## config.mk

```make
export PLATFORM = sky130hd
export DESIGN_NAME = fu_issue_arbiter
export DESIGN_NICKNAME = d
export VERILOG_FILES = /design/src/rtl/fu_issue_arbiter.sv
export SDC_FILE = /design/constraint.sdc
export NUM_CORES = 1
export LEC_CHECK = 0
export BUFFER_PORTS_ARGS = -buffer_cell sky130_fd_sc_hd__buf_2
export CAP_MARGIN = 25
export CORE_MARGIN = 5
export CORE_UTILIZATION = 25
export CTS_CLUSTER_DIAMETER = 100
export DETAILED_ROUTE_END_ITERATION = 6
export PLACE_DENSITY = 0.47
export RECOVER_POWER = 100
export SLEW_MARGIN = 40
export SYNTH_ARGS = -nofsm -noshare
export SYNTH_HDL_FRONTEND = slang
export SYNTH_SLANG_ARGS = --single-unit
```

## constraint.sdc

```tcl
create_clock -name clk -period 10.5 [get_ports clk]
set_input_delay 2.625 -clock clk [delete_from_list [all_inputs] [get_ports clk]]
set_output_delay 2.625 -clock clk [all_outputs]
set_load 0.03 [all_outputs]
```

## src/rtl/fu_issue_arbiter.sv

```systemverilog
// -----------------------------------------------------------------------------
// fu_issue_arbiter
//
// Shares one integer functional unit among NUM_RS reservation stations.
// Each cycle one ready station is picked round-robin and granted (one-hot,
// combinational) so it can retire that entry on the same clock edge. The
// granted operation is executed here: ALU ops complete in one cycle, a
// multiply occupies the unit for MUL_LAT cycles. Results leave on a single
// registered forwarding bus {valid, rob tag, value}.
//
// Parameters:
//   NUM_RS   number of requesting reservation stations (2..8)
//   MUL_LAT  multiply latency, grant to forward-bus valid (>= 2)
//
// Ports:
//   clk       clock, all state updates on posedge
//   rst_n     asynchronous active-low reset
//   flush     synchronous pipeline flush; drops in-flight and same-cycle work
//   rs_valid  [NUM_RS]     bit i: station i presents a ready op
//   rs_op     [NUM_RS*42]  slice i: [41:38] opcode, [37:32] tag,
//                          [31:16] valA, [15:0] valB
//   rs_grant  [NUM_RS]     one-hot combinational grant
//   fwd_out   [23]         registered {valid, tag[5:0], result[15:0]}
//   fu_busy               registered; high while a multiply holds the unit
//
// Optional feature (macro ARB_PERF_CNT_EN):
//   perf_grants [32]  cycles with a grant, saturating
//   perf_stalls [32]  cycles with a request but no grant, saturating
//   Both reset by rst_n and held during flush.
// -----------------------------------------------------------------------------
module fu_issue_arbiter #(
  parameter int NUM_RS  = 4,
  parameter int MUL_LAT = 3
) (
  input  logic                 clk,
  input  logic                 rst_n,
  input  logic                 flush,
  input  logic [NUM_RS-1:0]    rs_valid,
  input  logic [NUM_RS*42-1:0] rs_op,
  output logic [NUM_RS-1:0]    rs_grant,
  output logic [22:0]          fwd_out,
  output logic                 fu_busy
`ifdef ARB_PERF_CNT_EN
  ,
  output logic [31:0]          perf_grants,
  output logic [31:0]          perf_stalls
`endif
);

  localparam int PTR_W = (NUM_RS > 1) ? $clog2(NUM_RS) : 1;
  localparam int CNT_W = $clog2(MUL_LAT + 1);

  localparam logic [3:0] OP_ADD = 4'd0;
  localparam logic [3:0] OP_SUB = 4'd1;
  localparam logic [3:0] OP_AND = 4'd2;
  localparam logic [3:0] OP_OR  = 4'd3;
  localparam logic [3:0] OP_XOR = 4'd4;
  localparam logic [3:0] OP_SHL = 4'd5;
  localparam logic [3:0] OP_SHR = 4'd6;
  localparam logic [3:0] OP_MUL = 4'd7;

  typedef enum logic {
    ST_IDLE = 1'b0,
    ST_MUL  = 1'b1
  } state_e;

  // ---------------------------------------------------------------------------
  // State
  // ---------------------------------------------------------------------------
  state_e             state_q, state_d;
  logic [PTR_W-1:0]   rr_ptr_q, rr_ptr_d;
  logic [CNT_W-1:0]   cnt_q, cnt_d;
  logic               busy_q, busy_d;
  logic [22:0]        fwd_q, fwd_d;

  // Multiply operand/tag latches (datapath, only read while in ST_MUL)
  logic [5:0]         mul_tag_q, mul_tag_d;
  logic [15:0]        mul_a_q, mul_a_d;
  logic [15:0]        mul_b_q, mul_b_d;

  // ---------------------------------------------------------------------------
  // Round-robin arbitration
  // ---------------------------------------------------------------------------
  logic               grant_vld;
  logic [PTR_W-1:0]   grant_idx;

  always_comb begin
    int idx;
    // NOTE: every signal driven here gets a default before any conditional
    // logic, so no path leaves it unassigned and no latch is inferred.
    grant_vld = 1'b0;
    grant_idx = '0;
    idx       = 0;
    // The unit only accepts work when idle, not flushing and out of reset.
    if (rst_n && (state_q == ST_IDLE) && !flush) begin
      for (int k = 0; k < NUM_RS; k++) begin
        idx = (int'(rr_ptr_q) + k) % NUM_RS;
        if (!grant_vld && rs_valid[idx]) begin
          grant_vld = 1'b1;
          grant_idx = PTR_W'(idx);
        end
      end
    end
  end

  always_comb begin
    rs_grant = '0;
    if (grant_vld) rs_grant = NUM_RS'(1) << grant_idx;
  end

  // ---------------------------------------------------------------------------
  // Selected operation and single-cycle ALU
  // ---------------------------------------------------------------------------
  logic [41:0] sel_op;
  logic [3:0]  sel_opc;
  logic [5:0]  sel_tag;
  logic [15:0] sel_a;
  logic [15:0] sel_b;
  logic [15:0] alu_res;
  logic [15:0] mul_prod;

  assign sel_op  = rs_op[grant_idx*42 +: 42];
  assign sel_opc = sel_op[41:38];
  assign sel_tag = sel_op[37:32];
  assign sel_a   = sel_op[31:16];
  assign sel_b   = sel_op[15:0];

  always_comb begin
    alu_res = sel_a;
    case (sel_opc)
      OP_ADD:  alu_res = sel_a + sel_b;
      OP_SUB:  alu_res = sel_a - sel_b;
      OP_AND:  alu_res = sel_a & sel_b;
      OP_OR:   alu_res = sel_a | sel_b;
      OP_XOR:  alu_res = sel_a ^ sel_b;
      OP_SHL:  alu_res = sel_a << sel_b[3:0];
      OP_SHR:  alu_res = sel_a >> sel_b[3:0];
      default: alu_res = sel_a;  // opcode 8..15 pass valA; mul handled apart
    endcase
  end

  // 16-bit context keeps only the low half of the product.
  assign mul_prod = mul_a_q * mul_b_q;

  // ---------------------------------------------------------------------------
  // Next-state logic
  // ---------------------------------------------------------------------------
  always_comb begin
    int nxt_ptr;
    state_d   = state_q;
    rr_ptr_d  = rr_ptr_q;
    cnt_d     = cnt_q;
    busy_d    = busy_q;
    fwd_d     = {1'b0, fwd_q[21:0]};  // valid is a single-cycle pulse
    mul_tag_d = mul_tag_q;
    mul_a_d   = mul_a_q;
    mul_b_d   = mul_b_q;
    nxt_ptr   = (int'(grant_idx) + 1) % NUM_RS;

    if (flush) begin
      // Drop whatever is in flight; the round-robin pointer is kept. No grant
      // is issued this cycle, so no same-cycle result can be produced.
      state_d = ST_IDLE;
      busy_d  = 1'b0;
      cnt_d   = '0;
    end else begin
      case (state_q)
        ST_IDLE: begin
          if (grant_vld) begin
            rr_ptr_d = PTR_W'(nxt_ptr);
            if (sel_opc == OP_MUL) begin
              state_d   = ST_MUL;
              cnt_d     = CNT_W'(MUL_LAT - 1);
              busy_d    = 1'b1;
              mul_tag_d = sel_tag;
              mul_a_d   = sel_a;
              mul_b_d   = sel_b;
            end else begin
              fwd_d = {1'b1, sel_tag, alu_res};
            end
          end
        end
        ST_MUL: begin
          // Counter reaching 1 is the last in-flight cycle: the product is
          // registered now, so it is visible exactly MUL_LAT cycles after the
          // grant, together with fu_busy dropping and a new grant possible.
          if (cnt_q == CNT_W'(1)) begin
            fwd_d   = {1'b1, mul_tag_q, mul_prod};
            state_d = ST_IDLE;
            busy_d  = 1'b0;
            cnt_d   = '0;
          end else begin
            cnt_d = cnt_q - CNT_W'(1);
          end
        end
        default: begin
          state_d = ST_IDLE;
          busy_d  = 1'b0;
          cnt_d   = '0;
        end
      endcase
    end
  end

  // ---------------------------------------------------------------------------
  // Registers
  // ---------------------------------------------------------------------------
  // NOTE: sequential state is updated with non-blocking assignments only, so
  // every register samples the pre-edge value of every other register.
  always_ff @(posedge clk or negedge rst_n) begin
    if (!rst_n) begin
      state_q  <= ST_IDLE;
      rr_ptr_q <= '0;
      cnt_q    <= '0;
      busy_q   <= 1'b0;
      fwd_q    <= '0;
    end else begin
      state_q  <= state_d;
      rr_ptr_q <= rr_ptr_d;
      cnt_q    <= cnt_d;
      busy_q   <= busy_d;
      fwd_q    <= fwd_d;
    end
  end

  // NOTE: the multiply operand latches are pure datapath and carry no reset;
  // they are always written before ST_MUL can read them.
  always_ff @(posedge clk) begin
    mul_tag_q <= mul_tag_d;
    mul_a_q   <= mul_a_d;
    mul_b_q   <= mul_b_d;
  end

  assign fwd_out = fwd_q;
  assign fu_busy = busy_q;

  // ---------------------------------------------------------------------------
  // Optional performance counters
  // ---------------------------------------------------------------------------
`ifdef ARB_PERF_CNT_EN
  logic [31:0] perf_grants_q;
  logic [31:0] perf_stalls_q;
  logic        stall_cycle;

  // A cycle with requests but no grant (busy with a multiply). Flush cycles
  // hold both counters and are therefore excluded.
  assign stall_cycle = (|rs_valid) && !grant_vld && !flush;

  always_ff @(posedge clk or negedge rst_n) begin
    if (!rst_n) begin
      perf_grants_q <= '0;
      perf_stalls_q <= '0;
    end else begin
      if (grant_vld && (perf_grants_q != '1)) perf_grants_q <= perf_grants_q + 32'd1;
      if (stall_cycle && (perf_stalls_q != '1)) perf_stalls_q <= perf_stalls_q + 32'd1;
    end
  end

  assign perf_grants = perf_grants_q;
  assign perf_stalls = perf_stalls_q;
`endif

endmodule

```

# == Word-level counts from Yosys, hierarchy flattened ==
# Index checks and enable logic that the tools add are counted.
# totals
ff_bits,67
wordCells,112
# op_classes
reduce_logical,18
multipliers,2
mux,46
order_cmp,4
n_bitwise,8
addsub,7
n_shift,4
n_eq_ne,14
# ops
op,n
$shiftx 168x9->42,1
$pmux 16 s7,1
$mux 23,4
$pmux 23 s2,1
$mux 1,23
$mux 2,9
$add 16x16->16,1
$and 16x16->16,1
$eq 4x3->1 const B,4
$mul 16x16->16,1
$or 16x16->16,1
$shl 16x4->16,1
$shr 16x4->16,1
$sub 16x16->16,1
$xor 16x16->16,1
$lt 3x4->1 const B,3
$bmux 1 s2,4
$eq 4x2->1 const B,2
$reduce_and 4->1,2
$mul 2x5->7 const B,1
$ne 3x2->1 const B,2
$reduce_and 3->1,2
$reduce_or 2->1,3
$logic_and 1x1->1,5
18 further kinds,28

# == Logic depth before layout (Yosys ltp) ==
# Gate-level depths: netlist of the first run.
# logic_depth
ltp_word,25
depth_mapped,25

# == Least setup slack after synthesis of the first run ==
# OpenSTA, ideal clock, no wires.
# synth_timing
kind,in2reg
start,input port rs_valid[1]
end,"register fwd_q[14], in the netlist fwd_out[14]"
arrival_ns,7.648
cell_stages,24
setup_slack_ns,2.721
n_path_buf,4
required_ns,10.369
cell_sequence,nor2_1 > nand2_1 > a311oi_4 > buf_6 > mux2i_1 > mux2_2 > buf_2 > buf_2 > clkbuf_1 > ha_1 > nor2_1 > xnor2_1 > ha_1 > a21o_1 > a21oi_1 > nand2b_1 > a21oi_1 > o31a_1 > or4_1 > a31o_2 > a21oi_1 > xnor2_1 > a2111oi_0 > o21ai_1
# synth_between
elab_chain_len,23
# synth_rtl
element,line_no,source
start: declaration,38,"input logic [NUM_RS-1:0] rs_valid,"
$bmux 1 s2,98,if (!grant_vld && rs_valid[idx]) begin
$mux 1 (implied by the code),98,
$mux 1,98,
$mux 1,95,if (rst_n && (state_q == ST_IDLE) && !flush) begin
$logic_not 1->1,98,
$logic_and 1x1->1,98,
$mux 1,98,
$mux 1,95,
(+7 left out),n/a,
$mux 2,95,
$mul 2x5->7,122,assign sel_op = rs_op[grant_idx*42 +: 42];
$shiftx 168x9->42,122,
"$sub 16x16->16, or another cell as far along",132,OP_SUB: alu_res = sel_a - sel_b;
$pmux 16 s7,130,case (sel_opc)
$mux 23,171,if (sel_opc == OP_MUL) begin
$mux 23,169,if (grant_vld) begin
$pmux 23 s2,167,case (state_q)
end signal: assignment,222,fwd_q <= fwd_d;
end: declaration,74,"logic [22:0] fwd_q, fwd_d;"
# Several ways; a longest one is shown, not always the timed one. The select of a mux whose other input is x is not followed.
# A chain may end at the register's enable or synchronous reset.

# == Final worst setup path of the first run ==
# layout_timing
start,input port rs_valid[3]
end,"register fwd_q[14], in the netlist fwd_out[14]"
# The elaborated chain is that of the path after synthesis.

==> results of run 1 <==
[critical path: stages]
cell	delay, ns
sky130_fd_sc_hd__clkbuf_1	0.13
sky130_fd_sc_hd__o311ai_0	1.64
sky130_fd_sc_hd__buf_12	0.35
sky130_fd_sc_hd__mux2_2	0.66
sky130_fd_sc_hd__inv_2	0.53
sky130_fd_sc_hd__ha_1	0.30
sky130_fd_sc_hd__inv_1	0.07
sky130_fd_sc_hd__fa_1	0.44
sky130_fd_sc_hd__a21o_1	0.18
sky130_fd_sc_hd__a21oi_1	0.23
sky130_fd_sc_hd__nand2b_1	0.18
sky130_fd_sc_hd__a21oi_1	0.10
sky130_fd_sc_hd__o31a_1	0.30
sky130_fd_sc_hd__or4_1	0.45
sky130_fd_sc_hd__a31o_2	0.25
sky130_fd_sc_hd__a21oi_1	0.19
sky130_fd_sc_hd__xnor2_1	0.09
sky130_fd_sc_hd__a2111oi_0	0.44
sky130_fd_sc_hd__o21ai_1	0.10
[cell type report]
type	instances	area, um2
clock inverters	4	21.3
well taps	600	751
repair buffers	226	1120
fillers	4887	32100
clock buffers	12	268
multi-input cells	1039	8570
inverters	172	646
flip-flops and latches	67	1870
[through the flow]
step,util,cells,power [mW],worst slack (ns)
after floorplan,-,1340,1.03,2.72
final,0.292,2120,1.62,1.36
after detailed placement,0.289,2104,1.35,1.69
after global routing,0.292,2120,1.74,0.753
after global placement,0.289,2103,1.35,1.60
after CTS,0.296,2120,1.65,2.02
[worst paths after layout]
kind / from / end / slack, ns
setup / recovery: rs_valid[3] / fwd_out[14] / 1.36
hold / removal: fwd_out[19] / fwd_out[19] / 0.48
setup reg to reg: rr_ptr_q[0] / fwd_out[14] / 3.26
hold reg to reg: fwd_out[19] / fwd_out[19] / 0.48
max in group asynchronous: rst_n / rr_ptr_q[1] / 6.56
min in group asynchronous: rst_n / fwd_out[19] / 2.88
[power by group]
part	switching (mW)	total, mW	internal [mW]	leakage, nW
sequential	0.0239	0.333	0.309	0.716
clock	0.116	0.296	0.180	0.148
combinational	0.623	0.996	0.373	5.17
total	0.763	1.62	0.862	6.04
[registers in the layout, summed over array words and instances, names as in the netlist]
| signal | count |
|---|---|
| fwd_out | 23 |
| mul_a_q | 16 |
| mul_b_q | 16 |
| mul_tag_q | 6 |
| cnt_q | 2 |
| rr_ptr_q | 2 |
| fu_busy | 1 |
| state_q | 1 |
[routing by layer]
layer  GRT usage  wire length [um]  up-vias  share of wire
met4      0.0515              1200        2          0.029
met3      0.0150              1740       60          0.042
met5           0                13        -        0.00031
met2       0.291             21200      316           0.51
li1            -                 -     4925              -
met1       0.204             17600     5118           0.42
[cells by family (layout without fill, tap and decap cells)]
group,Yosys count,in the layout,share of synthesized area
buf+inv,234,414,0.0848
xor+xnor,64,64,0.0500
compound gates,242,242,0.137
simple gates,384,384,0.156
flops,67,67,0.163
fa+ha+maj,184,184,0.253
mux,165,165,0.156
[placed cells by master (no fill, tap or decap), drive strengths merged, types with 38 or more instances in the layout]
cell,netlist,routed
a21oi,78,78
nand2,197,197
mux2i,145,145
ha,103,103
and2,53,53
o21ai,55,55
edfxtp,38,38
inv,172,173
buf,29,185
nor2,45,45
clkbuf,33,53
fa,81,81
xnor2,49,49
==> impl_metrics.csv, run 1 <==
group,metric,value,unit
logic_synthesis,synth.distinct_cells,77,
routing,wl_per_cell,19.7,um
logic_synthesis,seq_cells_post_synth,67,
cells_and_area,drive_gt1_frac,0.161,
power,static_leakage,6.04,nW
clock_tree,htree_levels,3,
worst_setup_path,worstRegToRegCells,19,
power,power-per-cell-area,123,nW/um2
timing,timing.setup.tns,0,ns
clock_tree,cts_post_setup_buffers_inserted,0,
timing,timing.clock.skew,0.00882,ns
floorplanning,fp-row-count,78,
routing,drtIter0Drc,710,
floorplanning,die_area,50300,um2
clock_tree,clock_tree.root_cell,"sky130_fd_sc_hd__clkbuf_16",
clock_tree,cts-hold-fix-buffers,0,
place,detailedPlacementHpwl,33200,um
global_route,first_pass_grt_wire_length,63500,um
logic_synthesis,synth-seq-area-share,0.163,
routing,vias,10400,
timing,max_freq,109,MHz
routing,post-route-drc-count,0,
run_status,failed_checks,"capacitance limit, slew limit",
worst_setup_path,path_class,"in -> reg",
worst_setup_path,critical_path_arrival,9.36,ns
global_route,grt.total_usage,0.162,
worst_setup_path,worstPathRequired,10.72,ns
logic_synthesis,netlist_instances,1340,
floorplanning,die_y,224,um
clock_tree,clockBufferDepth,2,
logic_synthesis,ys_top_cells_by_area,"sky130_fd_sc_hd__fa_1, sky130_fd_sc_hd__ha_1, sky130_fd_sc_hd__mux2i_1",
timing,setup_viol_count_final,0,
timing,timing.final.crit_share,0.870,
routing,vias_per_cell,4.92,
cells_and_area,antenna_cells,0,
global_route,grt_start_max_net_pins,40,
logic_synthesis,post_synth_instance_area,11500,um2
floorplanning,floorplan.core_area,45400,um2
worst_setup_path,end_kind,"register",
logic_synthesis,netlist.top_cell.by_area,"sky130_fd_sc_hd__fa_1",
worst_setup_path,timing.critical_path.from_type,"input pin",
clock_tree,cts_made_buffers,9,
timing,timing.final.hold_violations,0,
worst_hold_path,hold_crit_depth,2,
clock_tree,clock-sinks,67,
timing,final_max_slew_viol_count,102,
logic_synthesis,synth_warnings,0,
routing,routed_wl,41700,um
clock_tree,post_cts_resize_count,0,
global_route,via_count_of_the_first_global_routing_pass,10800,
place,placement.cell_area,13100,um2
clock_tree,clk_latency,0.34,ns
timing,final.min_clock_period,9.14,ns
timing,slew_headroom,-0.425,
place,port_buffers,202,
global_route,grt.overflow.total,0,
timing,fin_worst_hold_slack,0.475,ns
cells_and_area,num-nets-final,1874,
logic_synthesis,synth_top_area_share,0.141,
routing,antenna_violating_nets_post_route,0,
logic_synthesis,synth-async-reset-ratio,0.433,
logic_synthesis,yosys-top-cells-count,"sky130_fd_sc_hd__nand2_1, sky130_fd_sc_hd__inv_1, sky130_fd_sc_hd__mux2i_1",
floorplanning,effective_utilization_at_floorplan,0.253,
floorplanning,dieWidth,224,um
power,ir_drop,0.0000668,V
cells_and_area,area_growth_syn_to_layout,15.4,%
logic_synthesis,ys.flop_type,"sky130_fd_sc_hd__edfxtp_1",
logic_synthesis,synthMostInstantiatedCell,"sky130_fd_sc_hd__nand2_1",
routing,drtPass1Iterations,5,
cells_and_area,postLayoutCellArea,13200,um2
clock_tree,tritoncts,"done",
place,finalWeightedCongestion,0.936,
timing,worst-slew-pin-transition,2.14,ns
logic_synthesis,synth-edff-count,38,
logic_synthesis,synth_fp_nets,1699,
worst_hold_path,min-delay-path-class,"reg -> reg",
job,cap_viol_max_count,5,
run_status,outcome,"complete, but fails checks",
floorplanning,ioPinCount,203,
worst_setup_path,critical_path_peak_fanout,38,
clock_tree,clk_pin_slew_worst_setup_hold_paths,0.06,ns
global_route,antenna_found_initial,1,
timing,unrepaired_setup_endpoints_after_global_routing,"false",
logic_synthesis,postSynthAreaPerCell,8.57,um2
Note: power is estimated with default switching activity, not from simulation.
==> run 2: changes to the inputs <==
PLACE_DENSITY = default   (was 0.47)
PLACE_DENSITY_LB_ADDON = 0.15   (was default)
==> run 2 against run 1 <==
Effect of this change: largest power group unchanged; global-route usage is 1.1 points higher; highest routed layer is now met4; the flow still finishes with violations (capacitance limit, slew limit); register-to-register slack worse by 0.24 ns; cell count barely moved.
==> impl_metrics.csv, run 2 (synthesis results as in run 1) <==
group,metric,value,unit
power,switching_share_of_power,0.470,
worst_setup_path,r2r_end,"fwd_out[14]",
routing,post-route-drc-count,0,
worst_hold_path,min-delay-path-class,"reg -> reg",
worst_setup_path,critical_path_arrival,9.76,ns
timing,final_max_slew_viol_count,79,
worst_setup_path,critical_path_peak_fanout,38,
clock_tree,cts-hold-fix-buffers,0,
clock_tree,tritoncts,"done",
cells_and_area,number_of_fill_cells,4909,
cells_and_area,num-nets-final,1873,
timing,worst-slew-pin-transition,2.21,ns
worst_setup_path,worstRegToRegCells,18,
routing,wl_per_cell,20.9,um
run_status,outcome,"complete, but fails checks",
clock_tree,clock_tree.root_cell,"sky130_fd_sc_hd__clkbuf_16",
power,power.combinational.fraction,0.601,
clock_tree,clk_latency,0.35,ns
clock_tree,htree_levels,3,
worst_hold_path,hold_crit_depth,2,
global_route,grt_start_max_net_pins,39,
clock_tree,clk_pin_slew_worst_setup_hold_paths,0.06,ns
job,cap_viol_max_count,5,
floorplanning,ioPinCount,203,
floorplanning,dieWidth,224,um
worst_setup_path,worstPathRequired,10.72,ns
worst_setup_path,cp_common_cell,"sky130_fd_sc_hd__buf_4",
routing,drtPass1Iterations,5,
routing,vias,10400,
place,detailedPlace.worstSlack,1.14,ns
timing,timing.final.crit_share,0.908,
global_route,via_count_of_the_first_global_routing_pass,11300,
place,instance_count_after_placement_with_tap_cells_included,2103,
worst_setup_path,timing.critical_path.from_type,"input pin",
power,static_leakage,6.05,nW
timing,slew_headroom,-0.475,
clock_tree,cts_made_buffers,9,
worst_setup_path,crit_path_cell_trace,"buf_2 -> buf_4 -> nand2_1 -> a311oi_1 -> clkbuf_1 -> buf_4 -> buf_4 -> mux2i_1 -> mux2i_1 -> ha_1 -> nand2b_1 -> a21oi_1 -> o31a_1 -> or4_1 -> a31o_2 -> a21oi_1 -> xnor2_1 -> a2111oi_0 -> o21ai_1",
place,detailedPlacementHpwl,35300,um
worst_setup_path,path_class,"in -> reg",
routing,antenna_violating_nets_post_route,0,
worst_hold_path,min_delay_worst_endpoint,"fwd_out[20]",
cells_and_area,mostFrequentLayoutCells,"sky130_fd_sc_hd__nand2_1, sky130_fd_sc_hd__buf_2, sky130_fd_sc_hd__inv_1, sky130_fd_sc_hd__mux2i_1, sky130_fd_sc_hd__ha_1",
global_route,grt.overflow.total,0,
clock_tree,clock-sinks,67,
worst_setup_path,worst_path_max_delay_cell,"sky130_fd_sc_hd__mux2i_1",
worst_setup_path,worst_path_largest_cell_delay,1.59,ns
cells_and_area,antenna_cells,0,
power,cell_internal_pwr,901,uW
routing,routed_wl,44400,um
power,ir_drop,0.0000762,V
power,switching_power_of_the_nets,798,uW
clock_tree,cts_post_setup_buffers_inserted,0,
power,power_frac_clock,0.204,
clock_tree,post_cts_resize_count,0,
cells_and_area,area_growth_syn_to_layout,15.8,%
floorplanning,effective_utilization_at_floorplan,0.253,
cells_and_area,stdcell_count,2119,
power,seq_power_share,0.195,
timing,timing.clock.skew,0.00978,ns
cells_and_area,number_of_flip_flops_in_the_largest_register,23,
power,power-per-cell-area,128,nW/um2
timing,setup_viol_count_final,0,
timing,max_freq,105,MHz
worst_setup_path,r2r_start,"state_q",
global_route,grt.total_usage,0.173,
place,finalWeightedCongestion,0.933,
timing,timing.final.hold_violations,0,
timing,fin_worst_hold_slack,0.485,ns
power,p_total,1.70,mW
timing,final.min_clock_period,9.53,ns
worst_setup_path,regToRegSetupSlack,3.02,ns
cells_and_area,drive_gt1_frac,0.163,
clock_tree,clockBufferDepth,2,
run_status,failed_checks,"capacitance limit, slew limit",
worst_setup_path,end_kind,"register",
floorplanning,die_area,50300,um2
floorplanning,die_y,224,um
routing,vias_per_cell,4.92,
timing,unrepaired_setup_endpoints_after_global_routing,"false",
global_route,first_pass_grt_wire_length,67600,um
routing,drtIter0Drc,630,
floorplanning,fp-row-count,78,
global_route,antenna_found_initial,0,
timing,setup_ws,0.965,ns
place,port_buffers,202,
timing,timing.setup.tns,0,ns
cells_and_area,layout.cells.most_common,"sky130_fd_sc_hd__nand2_1",
floorplanning,floorplan.core_area,45400,um2
worst_hold_path,hp-start,"fwd_out[20]",
## run 2: metrics by stage
| stage | cell area, um2 | util |
|---|---|---|
| floorplan | 11500 | - |
| global placement | 13100 | 0.289 |
| detailed placement | 13100 | 0.289 |
| CTS | 13500 | 0.297 |
| global route | 13300 | 0.293 |
| finish | 13300 | 0.293 |
## run 2: final cells by class
type                    count  area (um2)  area share
clock inverters             6        95.1     0.00715
well taps                 600         751      0.0564
flip-flops and latches     67        1870       0.140
inverters                 172         646      0.0485
clock buffers              10         239      0.0180
multi-input cells        1039        8590       0.646
repair buffers            225        1120      0.0841
## run 2: power by group through the flow
stage	clock (mW)	combinational (mW)	sequential [mW]
6_report	0.346	1.02	0.331
2_1_floorplan	0	0.660	0.367
3_5_place_dp	0	1.04	0.336
5_1_grt	0.366	1.12	0.335
4_1_cts	0.354	1.05	0.331
3_3_place_gp	0	1.04	0.336
## run 2: worst max-delay path, delay by kind of cell
kind,cells,cell delay [ns]
buf+inv,5,1.86
mux,2,1.75
xor+xnor,1,0.08
simple gates,3,0.73
fa+ha+maj,1,0.50
compound gates,7,2.15
## run 2: layer usage
layer  GRT usage  vias up  share of wire
li1            -     4917              -
met1       0.215     5165           0.42
met2       0.317      292           0.51
met3      0.0147       60          0.035
met4      0.0546        0          0.032
met5           0        -              0
## run 2: worst max path at each step
| stage | to | depth (start not counted) | start |
|---|---|---|---|
| after global placement | fwd_out[14] | 23 | rst_n |
| after floorplan | fwd_out[14] | 24 | rs_valid[1] |
| final | fwd_out[14] | 19 | rst_n |
| after detailed placement | fwd_out[14] | 23 | rst_n |
| after global routing | fwd_out[15] | 24 | rst_n |
| after CTS | fwd_out[14] | 23 | rst_n |
==> run 3: changes to the inputs <==
MAX_ROUTING_LAYER = met4   (was default)
==> run 3 against run 2 <==
Effect of this change: the run still ends with capacitance limit, slew limit left; first-iteration DRC count increased by 0.48%; global-route usage increased by 0.33 points; maximum frequency increased by 4.2%; utilization decreased by 0.080 points; via count decreased by 0.56%; largest cell class unchanged; highest routed layer unchanged.
==> impl_metrics.csv, run 3 (synthesis results as in run 1) <==
group,metric,value,unit
job,cap_viol_max_count,5,
place,port_buffers,202,
floorplanning,ioPinCount,203,
power,p_total,1.65,mW
routing,post-route-drc-count,0,
floorplanning,die_y,224,um
place,detailedPlacementHpwl,35300,um
worst_setup_path,path_class,"in -> reg",
clock_tree,cts-hold-fix-buffers,0,
floorplanning,floorplan.core_area,45400,um2
clock_tree,clockBufferDepth,2,
run_status,outcome,"complete, but fails checks",
routing,vias_per_cell,4.89,
timing,final.min_clock_period,9.15,ns
run_status,failed_checks,"capacitance limit, slew limit",
worst_setup_path,r2r_end,"fwd_out[14]",
clock_tree,clock_tree.root_cell,"sky130_fd_sc_hd__clkbuf_16",
timing,timing.final.hold_violations,0,
worst_setup_path,timing.critical_path.from_type,"input pin",
timing,final_max_slew_viol_count,69,
worst_setup_path,worstRegToRegCells,21,
worst_setup_path,regToRegSetupSlack,3.40,ns
cells_and_area,layout.cells.most_common,"sky130_fd_sc_hd__nand2_1",
worst_hold_path,min-delay-path-class,"reg -> reg",
power,static_leakage,6.04,nW
worst_setup_path,end_kind,"register",
timing,max_freq,109,MHz
routing,antenna_violating_nets_post_route,0,
clock_tree,clock-sinks,67,
worst_setup_path,r2r_start,"state_q",
cells_and_area,num-nets-final,1874,
cells_and_area,antenna_cells,0,
routing,drtIter0Drc,633,
floorplanning,dieWidth,224,um
floorplanning,fp-row-count,78,
cells_and_area,mostFrequentLayoutCells,"sky130_fd_sc_hd__nand2_1, sky130_fd_sc_hd__buf_2, sky130_fd_sc_hd__inv_1, sky130_fd_sc_hd__mux2i_1, sky130_fd_sc_hd__ha_1",
clock_tree,clk_pin_slew_worst_setup_hold_paths,0.06,ns
global_route,grt_start_max_net_pins,37,
clock_tree,cts_made_buffers,9,
floorplanning,effective_utilization_at_floorplan,0.253,
timing,timing.clock.skew,0.0113,ns
worst_setup_path,worstPathRequired,10.71,ns
timing,slew_headroom,-0.415,
cells_and_area,area_growth_syn_to_layout,15.5,%
floorplanning,die_area,50300,um2
clock_tree,post_cts_resize_count,0,
clock_tree,tritoncts,"done",
clock_tree,htree_levels,3,
cells_and_area,regArea,1870,um2
clock_tree,cts_post_setup_buffers_inserted,0,
timing,unrepaired_setup_endpoints_after_global_routing,"false",
power,ir_drop,0.0000708,V
routing,routed_wl,44300,um
worst_setup_path,worst_setup_path_startpoint,"rst_n",
timing,setup_viol_count_final,0,
timing,fin_worst_hold_slack,0.480,ns
global_route,via_count_of_the_first_global_routing_pass,11000,
routing,wl_per_cell,20.9,um
global_route,antenna_found_initial,0,
cells_and_area,drive_gt1_frac,0.163,
worst_setup_path,critical_path_peak_fanout,34,
timing,worst-slew-pin-transition,2.12,ns
worst_setup_path,critical_path_arrival,9.36,ns
worst_setup_path,critical_path_endpoint,"fwd_out[14]",
global_route,first_pass_grt_wire_length,66600,um
timing,timing.setup.tns,0,ns
global_route,grt.overflow.total,0,
power,power-per-cell-area,125,nW/um2
routing,drtPass1Iterations,6,
global_route,grt.total_usage,0.176,
place,finalWeightedCongestion,0.954,
routing,vias,10400,
clock_tree,clk_latency,0.34,ns
timing,timing.final.crit_share,0.871,
cells_and_area,finalCoreUtilization,0.292,
cells_and_area,number_of_fill_cells,4942,
cells_and_area,multi_input_comb_area,8590,um2
cells_and_area,number_of_flip_flops_in_the_largest_register,23,
run 3: cell count changes in the layout (fill, tap and decap cells not counted), sizes merged:
cell	previous run	this run
clkinv	1	4
bufinv	2	0
clkbuf	47	49
inv	175	173
run 3: layer usage:
layer / track usage / vias up / routed length (um)
met3: 0.0136 / 64 / 1540
met2: 0.316 / 293 / 22700
li1: - / 4914 / -
met5: - / - / 0
met1: 0.213 / 5105 / 18800
met4: 0.0519 / 0 / 1280
run 3: worst min-delay path by stage:
stage / from / to / slack, ns / cells past startpoint
2_1_floorplan: mul_tag_q[0] / fwd_out[16] / 0.51 / 2
3_3_place_gp: fwd_out[20] / fwd_out[20] / 0.47 / 2
3_5_place_dp: fwd_out[20] / fwd_out[20] / 0.47 / 2
4_1_cts: fwd_out[20] / fwd_out[20] / 0.48 / 2
5_1_grt: fwd_out[11] / fwd_out[11] / 0.51 / 1
6_report: fwd_out[20] / fwd_out[20] / 0.48 / 2
run 3: worst max-delay path: stages:
cell and delay [ns]:
sky130_fd_sc_hd__buf_2 0.08, sky130_fd_sc_hd__buf_4 0.36, sky130_fd_sc_hd__nand2_1 0.21, sky130_fd_sc_hd__a21oi_1 0.45, sky130_fd_sc_hd__o311ai_0 0.28, sky130_fd_sc_hd__buf_4 0.36
sky130_fd_sc_hd__mux2_1 0.91, sky130_fd_sc_hd__inv_2 0.70, sky130_fd_sc_hd__ha_1 0.26, sky130_fd_sc_hd__inv_1 0.06, sky130_fd_sc_hd__fa_1 0.43, sky130_fd_sc_hd__a21o_1 0.18
sky130_fd_sc_hd__a21oi_1 0.20, sky130_fd_sc_hd__nand2b_1 0.18, sky130_fd_sc_hd__a21oi_1 0.10, sky130_fd_sc_hd__o31a_1 0.30, sky130_fd_sc_hd__or4_1 0.44, sky130_fd_sc_hd__a31o_2 0.26
sky130_fd_sc_hd__a21oi_1 0.17, sky130_fd_sc_hd__xnor2_1 0.09, sky130_fd_sc_hd__a2111oi_0 0.54, sky130_fd_sc_hd__o21ai_1 0.10
run 3: final cells by class:
type	count	area share
clock inverters	5	0.00255
well taps	600	0.0566
inverters	172	0.0487
flip-flops and latches	67	0.141
clock buffers	11	0.0199
repair buffers	226	0.0843
multi-input cells	1039	0.647
run 3: through the flow:
stage | setup slack [ns] | cells | instance area (um2)
5_1_grt | 0.792 | 2120 | 13300
6_report | 1.35 | 2120 | 13300
2_1_floorplan | 2.72 | 1340 | 11500
4_1_cts | 1.65 | 2120 | 13400
3_5_place_dp | 1.34 | 2104 | 13100
3_3_place_gp | 1.50 | 2103 | 13100
run 3: where the power goes:
group	internal, mW	total [mW]	switching [mW]
registers	0.309	0.331	0.0224
logic	0.375	1.02	0.648
clock network	0.181	0.300	0.119
